--- src/rtl/alu_sequencer.sv ---
// rtl/alu_sequencer.sv - multi-cycle ALU issue/capture controller with a four-entry register file
module alu_sequencer #(
    parameter int N = 8
) (
    input  logic         clk,
    input  logic         reset,
    input  logic         instr_valid,
    output logic         instr_ready,
    input  logic [3:0]   instr_op,
    input  logic [1:0]   instr_dst,
    input  logic [1:0]   instr_src,
    input  logic [N-1:0] instr_imm,
    output logic         alu_enable,
    output logic [2:0]   alu_mode,
    output logic [N-1:0] alu_a,
    output logic [N-1:0] alu_b,
    input  logic [N-1:0] alu_out,
    input  logic         alu_zero,
    input  logic         alu_carry,
    output logic         done,
    output logic         flag_z,
    output logic         flag_c,
    input  logic [1:0]   dbg_sel,
    output logic [N-1:0] dbg_data
);

    typedef enum logic [1:0] {
        S_IDLE    = 2'd0,
        S_ISSUE   = 2'd1,
        S_CAPTURE = 2'd2
    } state_t;

    localparam logic [3:0] OP_LOADI = 4'b1000;
    localparam logic [3:0] OP_MOV   = 4'b1001;
    localparam logic [2:0] MODE_CMP = 3'b111;

    state_t       state_q, state_d;
    logic [N-1:0] rf_q [4];
    logic [N-1:0] rf_d [4];
    logic [1:0]   dst_q, dst_d;
    logic [2:0]   mode_q, mode_d;
    logic [N-1:0] a_q, a_d;
    logic [N-1:0] b_q, b_d;
    logic         done_q, done_d;
    logic         fz_q, fz_d;
    logic         fc_q, fc_d;

    always_comb begin
        state_d = state_q;
        rf_d    = rf_q;
        dst_d   = dst_q;
        mode_d  = mode_q;
        a_d     = a_q;
        b_d     = b_q;
        done_d  = 1'b0;
        fz_d    = fz_q;
        fc_d    = fc_q;
        case (state_q)
            S_IDLE: begin
                if (instr_valid) begin
                    if (!instr_op[3]) begin
                        // Operands are read before any write, so dst==src sees the old value.
                        state_d = S_ISSUE;
                        dst_d   = instr_dst;
                        mode_d  = instr_op[2:0];
                        a_d     = rf_q[instr_dst];
                        b_d     = rf_q[instr_src];
                    end else begin
                        done_d = 1'b1;
                        if (instr_op == OP_LOADI) begin
                            rf_d[instr_dst] = instr_imm;
                        end else if (instr_op == OP_MOV) begin
                            rf_d[instr_dst] = rf_q[instr_src];
                        end
                    end
                end
            end
            S_ISSUE: begin
                state_d = S_CAPTURE;
            end
            S_CAPTURE: begin
                fz_d = alu_zero;
                fc_d = alu_carry;
                if (mode_q != MODE_CMP) begin
                    rf_d[dst_q] = alu_out;
                end
                done_d  = 1'b1;
                state_d = S_IDLE;
            end
            default: begin
                state_d = S_IDLE;
            end
        endcase
    end

    always_ff @(posedge clk or posedge reset) begin
        if (reset) begin
            state_q <= S_IDLE;
            for (int i = 0; i < 4; i++) begin
                rf_q[i] <= '0;
            end
            dst_q  <= '0;
            mode_q <= '0;
            a_q    <= '0;
            b_q    <= '0;
            done_q <= 1'b0;
            fz_q   <= 1'b0;
            fc_q   <= 1'b0;
        end else begin
            state_q <= state_d;
            for (int i = 0; i < 4; i++) begin
                rf_q[i] <= rf_d[i];
            end
            dst_q  <= dst_d;
            mode_q <= mode_d;
            a_q    <= a_d;
            b_q    <= b_d;
            done_q <= done_d;
            fz_q   <= fz_d;
            fc_q   <= fc_d;
        end
    end

    // Decoded from state so that an asynchronous reset drops the enable immediately.
    assign alu_enable  = (state_q == S_ISSUE);
    assign instr_ready = (state_q == S_IDLE);
    assign alu_mode    = mode_q;
    assign alu_a       = a_q;
    assign alu_b       = b_q;
    assign done        = done_q;
    assign flag_z      = fz_q;
    assign flag_c      = fc_q;
    assign dbg_data    = rf_q[dbg_sel];

endmodule

--- config.mk ---
export PLATFORM = sky130hd
export DESIGN_NAME = alu_sequencer
export DESIGN_NICKNAME = d
export VERILOG_FILES = /design/src/rtl/alu_sequencer.sv
export SDC_FILE = /design/constraint.sdc
export NUM_CORES = 1
export LEC_CHECK = 0
export CORE_AREA = 2 2 119 121
export DETAILED_ROUTE_END_ITERATION = 8
export DIE_AREA = 0 0 121 123
export GPL_TIMING_DRIVEN = 0
export PLACE_DENSITY_LB_ADDON = 0.08
export SYNTH_ARGS = -nofsm -noshare
export SYNTH_HDL_FRONTEND = slang
export SYNTH_SLANG_ARGS = --single-unit
--- constraint.sdc ---
create_clock -name clk -period 1.92 [get_ports clk]
set_input_delay 0.384 -clock clk [delete_from_list [all_inputs] [get_ports clk]]
set_output_delay 0.384 -clock clk [all_outputs]
set_load 0.05 [all_outputs]
-- Word level (Yosys, flattened, before mapping)
Cells that the tools add are included.
- register bits after elaboration: 58
- output and inout bits: 32
- order comparisons: 6
- equality and inequality tests: 10
- multiplexer cells: 28
- bitwise logic cells: 5
- reductions and logical operators: 7
- operator list (operator ; number):
    $mux W32 ; 5
    $bwmux W32 ; 3
    $mux W8 ; 8
    $pmux W32 S2 ; 1
    $bmux W8 S2 ; 3
    $demux W8 S2 ; 2
    $ge A3 B3 Y1 const B ; 4
    $not A2 Y3 ; 4
    $eq A4 B4 Y1 const B ; 2
    $lt A3 B1 Y1 const B ; 2
    $ne A2 B2 Y1 const B ; 3
    $reduce_and A5 Y1 ; 1
    $mux W2 ; 2
    $pmux W2 S2 ; 1
    $ne A3 B1 Y1 const B ; 1
    $ne A3 B3 Y1 const B ; 1
    $reduce_and A3 Y1 ; 1
    $eq A2 B1 Y1 const B ; 1
    $eq A2 B2 Y1 const B ; 1
    $logic_and A1 B1 Y1 ; 2
    $logic_not A2 Y1 ; 1
    $mux W1 ; 2
    $ne A2 B1 Y1 const B ; 1
    $pmux W1 S2 ; 1
    3 further kinds ; 3

-- Longest topological paths before layout
- word-level depth: 11
- gate-level depth with buffers: 7
- depth with buffers taken out: 4

-- Worst setup path after synthesis
OpenSTA, ideal clock, no wires.
- path kind: in2out
- start point: in dbg_sel[0]
- end point: out dbg_data[0]
- data arrival time: 1.505 ns
- path slack: 0.031 ns
- cell stages on the path: 2
- path buffers: 1
- path through: clkbuf_1 -> mux4_2
- longest elaborated chain between the ends: 4
- RTL lines (item ; line ; RTL):
    start: declaration ; 23 ; input logic [1:0] dbg_sel,
    $not A2 Y3 (implied by the code) ; 133 ; assign dbg_data = rf_q[dbg_sel];
    $bmux W8 S2 ; 133 ;
    $mux W8 (implied by the code) (2 in series) ; 133 ;
    end: declaration ; 24 ; output logic [N-1:0] dbg_data
No other way between the ends. The select of a mux whose other input is x is not followed.

-- Worst setup path in the final report
- start point: reg a_q[0], in the netlist alu_a[0]
- end point: out alu_a[0]
- RTL lines (item ; line ; RTL):
    start: declaration ; 42 ; logic [N-1:0] a_q, a_d;
    start signal: assignment ; 104 ; a_q <= '0;
    start signal: assignment ; 116 ; a_q <= a_d;
    end: declaration ; 15 ; output logic [N-1:0] alu_a,
No word-level cell between the ends.

==> report_table.html <==
<table>
<tr><th>Metric</th><th>Value</th></tr>
<tr><th colspan="2">Outcome</th></tr>
<tr><td>Result of the run</td><td>complete, no violations</td></tr>
<tr><th colspan="2">Placement</th></tr>
<tr><td>Port bufs</td><td>58</td></tr>
<tr><td>Cell area reported after detailed placement</td><td>4120 sq um</td></tr>
<tr><td>Half-perimeter wire length after detailed placement</td><td>7010 microns</td></tr>
<tr><td>Placer's final routability congestion estimate</td><td>0.723</td></tr>
<tr><th colspan="2">Flow run</th></tr>
<tr><td>Reported max-cap violation count</td><td>0</td></tr>
<tr><th colspan="2">Worst setup path</th></tr>
<tr><td>Count of cell instances traversed by the critical path</td><td>1</td></tr>
<tr><td>Type of element launching the critical path</td><td>flop</td></tr>
<tr><td>Worst-case reg-to-reg path depth</td><td>5</td></tr>
<tr><td>Endpoint of the most critical register-to-register path</td><td>rf_q[26]</td></tr>
<tr><td>Largest fanout on the critical path</td><td>2</td></tr>
<tr><td>Data required time of the critical path</td><td>1.54 ns</td></tr>
<tr><td>Cell breakdown of the critical path</td><td>clkdlybuf4s50_1</td></tr>
<tr><td>Setup Crit Path Kind</td><td>flop to output pin</td></tr>
<tr><td>Worst path max stage delay</td><td>0.80 ns</td></tr>
<tr><td>R2R Setup Slk</td><td>0.09 ns</td></tr>
<tr><td>Top cell family by delay on the critical path</td><td>buffers and inverters</td></tr>
<tr><td>Sort of element at the end of the critical path</td><td>output pin</td></tr>
<tr><td>Count of buffering cells on the critical path with inverters included</td><td>1</td></tr>
<tr><td>CP arrival</td><td>1.48 ns</td></tr>
<tr><td>Startpoint of the lowest-slack register-to-register path</td><td>dst_q[1]</td></tr>
<tr><td>Slowest cell on the critical path</td><td>sky130_fd_sc_hd__clkdlybuf4s50_1</td></tr>
<tr><th colspan="2">Power and ir drop</th></tr>
<tr><td>Cell area power density</td><td>826 nW/um^2</td></tr>
<tr><td>Static leakage power</td><td>1.98 nW</td></tr>
<tr><td>Worst vdd ir</td><td>0.000262 V</td></tr>
<tr><th colspan="2">Timing</th></tr>
<tr><td>Crit share post-route</td><td>97.3%</td></tr>
<tr><td>Min Hold Slack</td><td>0.418 ns</td></tr>
<tr><td>Aggregate negative setup slack</td><td>0 ns</td></tr>
<tr><td>Relative slew margins</td><td>46.7%</td></tr>
<tr><td>Final setup skew</td><td>0.00472 ns</td></tr>
<tr><td>Final hold vios</td><td>0</td></tr>
<tr><td>Max frequency</td><td>0.535 GHz</td></tr>
<tr><td>Worst-margin pin slew</td><td>0.799 ns</td></tr>
<tr><td>Setup-failing EPs final</td><td>0</td></tr>
<tr><td>Unrepaired setup endpoints after global routing</td><td>no</td></tr>
<tr><td>Max-slew violation count</td><td>0</td></tr>
<tr><td>Min Tclk post-route</td><td>1.87 ns</td></tr>
<tr><th colspan="2">Clock network</th></tr>
<tr><td>CTS Root Cell</td><td>sky130_fd_sc_hd__clkbuf_16</td></tr>
<tr><td>Number of hold buffers added after CTS</td><td>0</td></tr>
<tr><td>Total CTS buffers</td><td>9</td></tr>
<tr><td>Clk pin slew, worst setup/hold paths</td><td>0.05 ns</td></tr>
<tr><td>TritonCTS sink count</td><td>58</td></tr>
<tr><td>Worst-Skew Late Latency</td><td>0.33 ns</td></tr>
<tr><td>Maximum buffer depth of the clock tree</td><td>2</td></tr>
<tr><td>Htree depth</td><td>3</td></tr>
<tr><td>Clock tree from TritonCTS</td><td>yes</td></tr>
<tr><th colspan="2">Detailed routing</th></tr>
<tr><td>Routed WL</td><td>11000 microns</td></tr>
<tr><td>DRC marker count from the first detailed-route iteration</td><td>101</td></tr>
<tr><td>Post-detailed-route count of antenna-violating nets</td><td>0</td></tr>
<tr><td>Detailed-route vias per instance</td><td>4.93</td></tr>
<tr><td>DRC Markers</td><td>0</td></tr>
<tr><td>Number of search-and-repair iterations in the first detailed-routing pass</td><td>4</td></tr>
<tr><td>Average wire length per cell after detail routing</td><td>21.0 microns</td></tr>
<tr><td>Total number of vias</td><td>2585</td></tr>
<tr><th colspan="2">GRT</th></tr>
<tr><td>Via count of the first global-routing pass</td><td>2686</td></tr>
<tr><td>GR Overflow Total</td><td>0</td></tr>
<tr><td>Global-route wire length before repair</td><td>16800 microns</td></tr>
<tr><td>All-layer global routing usage</td><td>16.2%</td></tr>
<tr><td>Met2 Usage GRT</td><td>25.7%</td></tr>
<tr><td>Maximum number of pins on one net before global-route repair</td><td>59</td></tr>
<tr><td>Global routing met1 resource utilization</td><td>21.1%</td></tr>
<tr><td>Gr busiest metal</td><td>met2</td></tr>
<tr><td>Number of antenna violations at the first check in global routing</td><td>0</td></tr>
<tr><td>Routing usage on met3</td><td>3.14%</td></tr>
<tr><th colspan="2">Floorplanning</th></tr>
<tr><td>Ports placed on the boundary</td><td>63</td></tr>
<tr><td>Starting Density</td><td>24.3%</td></tr>
<tr><td>Die area</td><td>14900 sq um</td></tr>
<tr><td>Horiz. Die Dim</td><td>121 microns</td></tr>
<tr><td>Vert. Die Dim</td><td>123 microns</td></tr>
<tr><td>Number of rows created at floorplan</td><td>43</td></tr>
<tr><td>Core region area</td><td>13600 sq um</td></tr>
<tr><th colspan="2">Layout</th></tr>
<tr><td>Most common cell after layout, fill and taps aside</td><td>sky130_fd_sc_hd__dfrtp_1</td></tr>
<tr><td>Total number of nets in the final design</td><td>373</td></tr>
<tr><td>Synthesis-to-finish area growth</td><td>39.6%</td></tr>
<tr><td>Layout cells sized above 1</td><td>43.0%</td></tr>
<tr><td>Final Cell Area</td><td>4620 sq um</td></tr>
<tr><td>Number of inserted diodes</td><td>0</td></tr>
<tr><td>Leading cell types in the layout, fill and taps excluded</td><td>sky130_fd_sc_hd__dfrtp_1 (56), sky130_fd_sc_hd__mux2_2 (53), sky130_fd_sc_hd__clkdlybuf4s50_1 (38)</td></tr>
<tr><th colspan="2">Yosys</th></tr>
<tr><td>Mean instance size in the synthesized netlist</td><td>12.7 sq um</td></tr>
<tr><td>Largest family of logic cells by synthesized area</td><td>multiplexers</td></tr>
<tr><td>Fraction of the mapped netlist area in adder cells</td><td>0%</td></tr>
<tr><td>Post-synthesis cell area</td><td>3310 sq um</td></tr>
<tr><td>Post-Synthesis Cells</td><td>261</td></tr>
<tr><td>Post-synthesis sequential area ratio</td><td>43.8%</td></tr>
<tr><td>Post-Synth Simple-Gate Area</td><td>9.52%</td></tr>
<tr><td>Synth warnings</td><td>0</td></tr>
<tr><td>Total nets after synthesis</td><td>292</td></tr>
<tr><td>Xor and xnor fraction of the mapped netlist area</td><td>0%</td></tr>
<tr><td>Netlist cell types</td><td>26</td></tr>
<tr><td>Share of synthesized area spent on multiplexers</td><td>36.8%</td></tr>
<tr><td>Post-synthesis register bit count</td><td>58</td></tr>
<tr><td>Complex-gate fraction of the synthesized area</td><td>7.10%</td></tr>
<tr><th colspan="2">Worst hold path</th></tr>
<tr><td>Worst min-delay path category</td><td>input port to flop</td></tr>
<tr><td>Hold Path Stages</td><td>2</td></tr>
<tr><td>Worst-case hold path end point</td><td>alu_mode[0]</td></tr>
<tr><td>Worst min-delay path startpoint</td><td>instr_op[0]</td></tr>
</table>
-- metal layers --
metal | part of all wire [%] | routed length [microns]
met1 | 44 | 4840
met2 | 48 | 5260
met3 | 5.1 | 561
met4 | 3.0 | 335
met5 | 0 | 0
-- final cells by class --
| class | count | area, sq um |
|---|---|---|
| fillers | 1389 | 8990 |
| multi-input cells | 183 | 1880 |
| flip-flops and latches | 58 | 1450 |
| repair buffers | 72 | 676 |
| clock buffers | 13 | 260 |
| well taps | 180 | 225 |
| plain buffers | 17 | 125 |
| inverters | 1 | 6.26 |
-- worst max path at each step --
stage	slack [ns]	start	to
2_1_floorplan	0.03	dbg_sel[0]	dbg_data[0]
3_3_place_gp	-1.37	reset	alu_a[5]
3_5_place_dp	-0.94	instr_dst[0]	rf_q[19]
4_1_cts	-0.13	rf_q[3]	dbg_data[3]
5_1_grt	0.002	alu_b[0]	alu_b[0]
6_report	0.05	alu_a[0]	alu_a[0]
-- registers in the layout, summed over array words and instances (netlist names) --
| register | flops |
|---|---|
| rf_q | 32 |
| alu_a | 8 |
| alu_b | 8 |
| alu_mode | 3 |
| dst_q | 2 |
| state_q | 2 |
| done | 1 |
| flag_c | 1 |
| flag_z | 1 |
-- power by group --
part	internal [mW]	switching [mW]
clock	0.921	0.537
combinational	0.369	0.579
sequential	1.33	0.0827
total	2.62	1.20
-- Yosys cell counts --
master	instances	area (sq um)
sky130_fd_sc_hd__dfrtp_1	58	1450
sky130_fd_sc_hd__mux2_2	53	597
sky130_fd_sc_hd__nand3_1	33	165
sky130_fd_sc_hd__o21ai_0	32	160
sky130_fd_sc_hd__mux4_2	24	541
sky130_fd_sc_hd__buf_2	11	55.1
sky130_fd_sc_hd__nand2_1	10	37.5
sky130_fd_sc_hd__mux2i_1	8	80.1
sky130_fd_sc_hd__clkbuf_1	5	18.8
sky130_fd_sc_hd__nor2b_1	5	31.3
sky130_fd_sc_hd__a21oi_4	3	48.8
sky130_fd_sc_hd__nor2_1	3	11.3
sky130_fd_sc_hd__buf_1	2	7.51
sky130_fd_sc_hd__nand3b_1	2	15.0
sky130_fd_sc_hd__a21o_1	1	7.51
sky130_fd_sc_hd__a21oi_1	1	5.00
sky130_fd_sc_hd__a41oi_1	1	8.76
sky130_fd_sc_hd__and2_1	1	6.26
sky130_fd_sc_hd__and4bb_2	1	12.5
sky130_fd_sc_hd__buf_4	1	7.51
sky130_fd_sc_hd__inv_1	1	3.75
sky130_fd_sc_hd__nand2b_1	1	6.26
sky130_fd_sc_hd__nor4b_1	1	8.76
sky130_fd_sc_hd__nor4b_2	1	15.0
sky130_fd_sc_hd__o21ai_1	1	5.00
sky130_fd_sc_hd__or3_1	1	6.26
-- cell families (layout without fill, tap and decap cells) --
| logic type | Yosys count | in the layout |
|---|---|---|
| compound gates | 39 | 39 |
| buf+inv | 20 | 103 |
| flops | 58 | 58 |
| mux | 85 | 85 |
| simple gates | 59 | 59 |
-- through the flow --
| stage | std cells | setup slack [ns] | util (%) | total power, mW |
|---|---|---|---|---|
| 2_1_floorplan | 261 | 0.0306 | - | 1.99 |
| 3_3_place_gp | 499 | -1.37 | 30.3 | 2.34 |
| 3_5_place_dp | 499 | -0.937 | 30.3 | 2.34 |
| 4_1_cts | 522 | -0.128 | 33.4 | 3.86 |
| 5_1_grt | 524 | 0.00248 | 34.0 | 4.00 |
| 6_report | 524 | 0.0516 | 34.0 | 3.82 |
-- timing repair --
item	CTS	global route
pin swaps	5	2
setup endpoints to repair	63	55
setup buffers	11	3
resized for setup	72	19
Note: power is estimated with default switching activity, not from simulation.
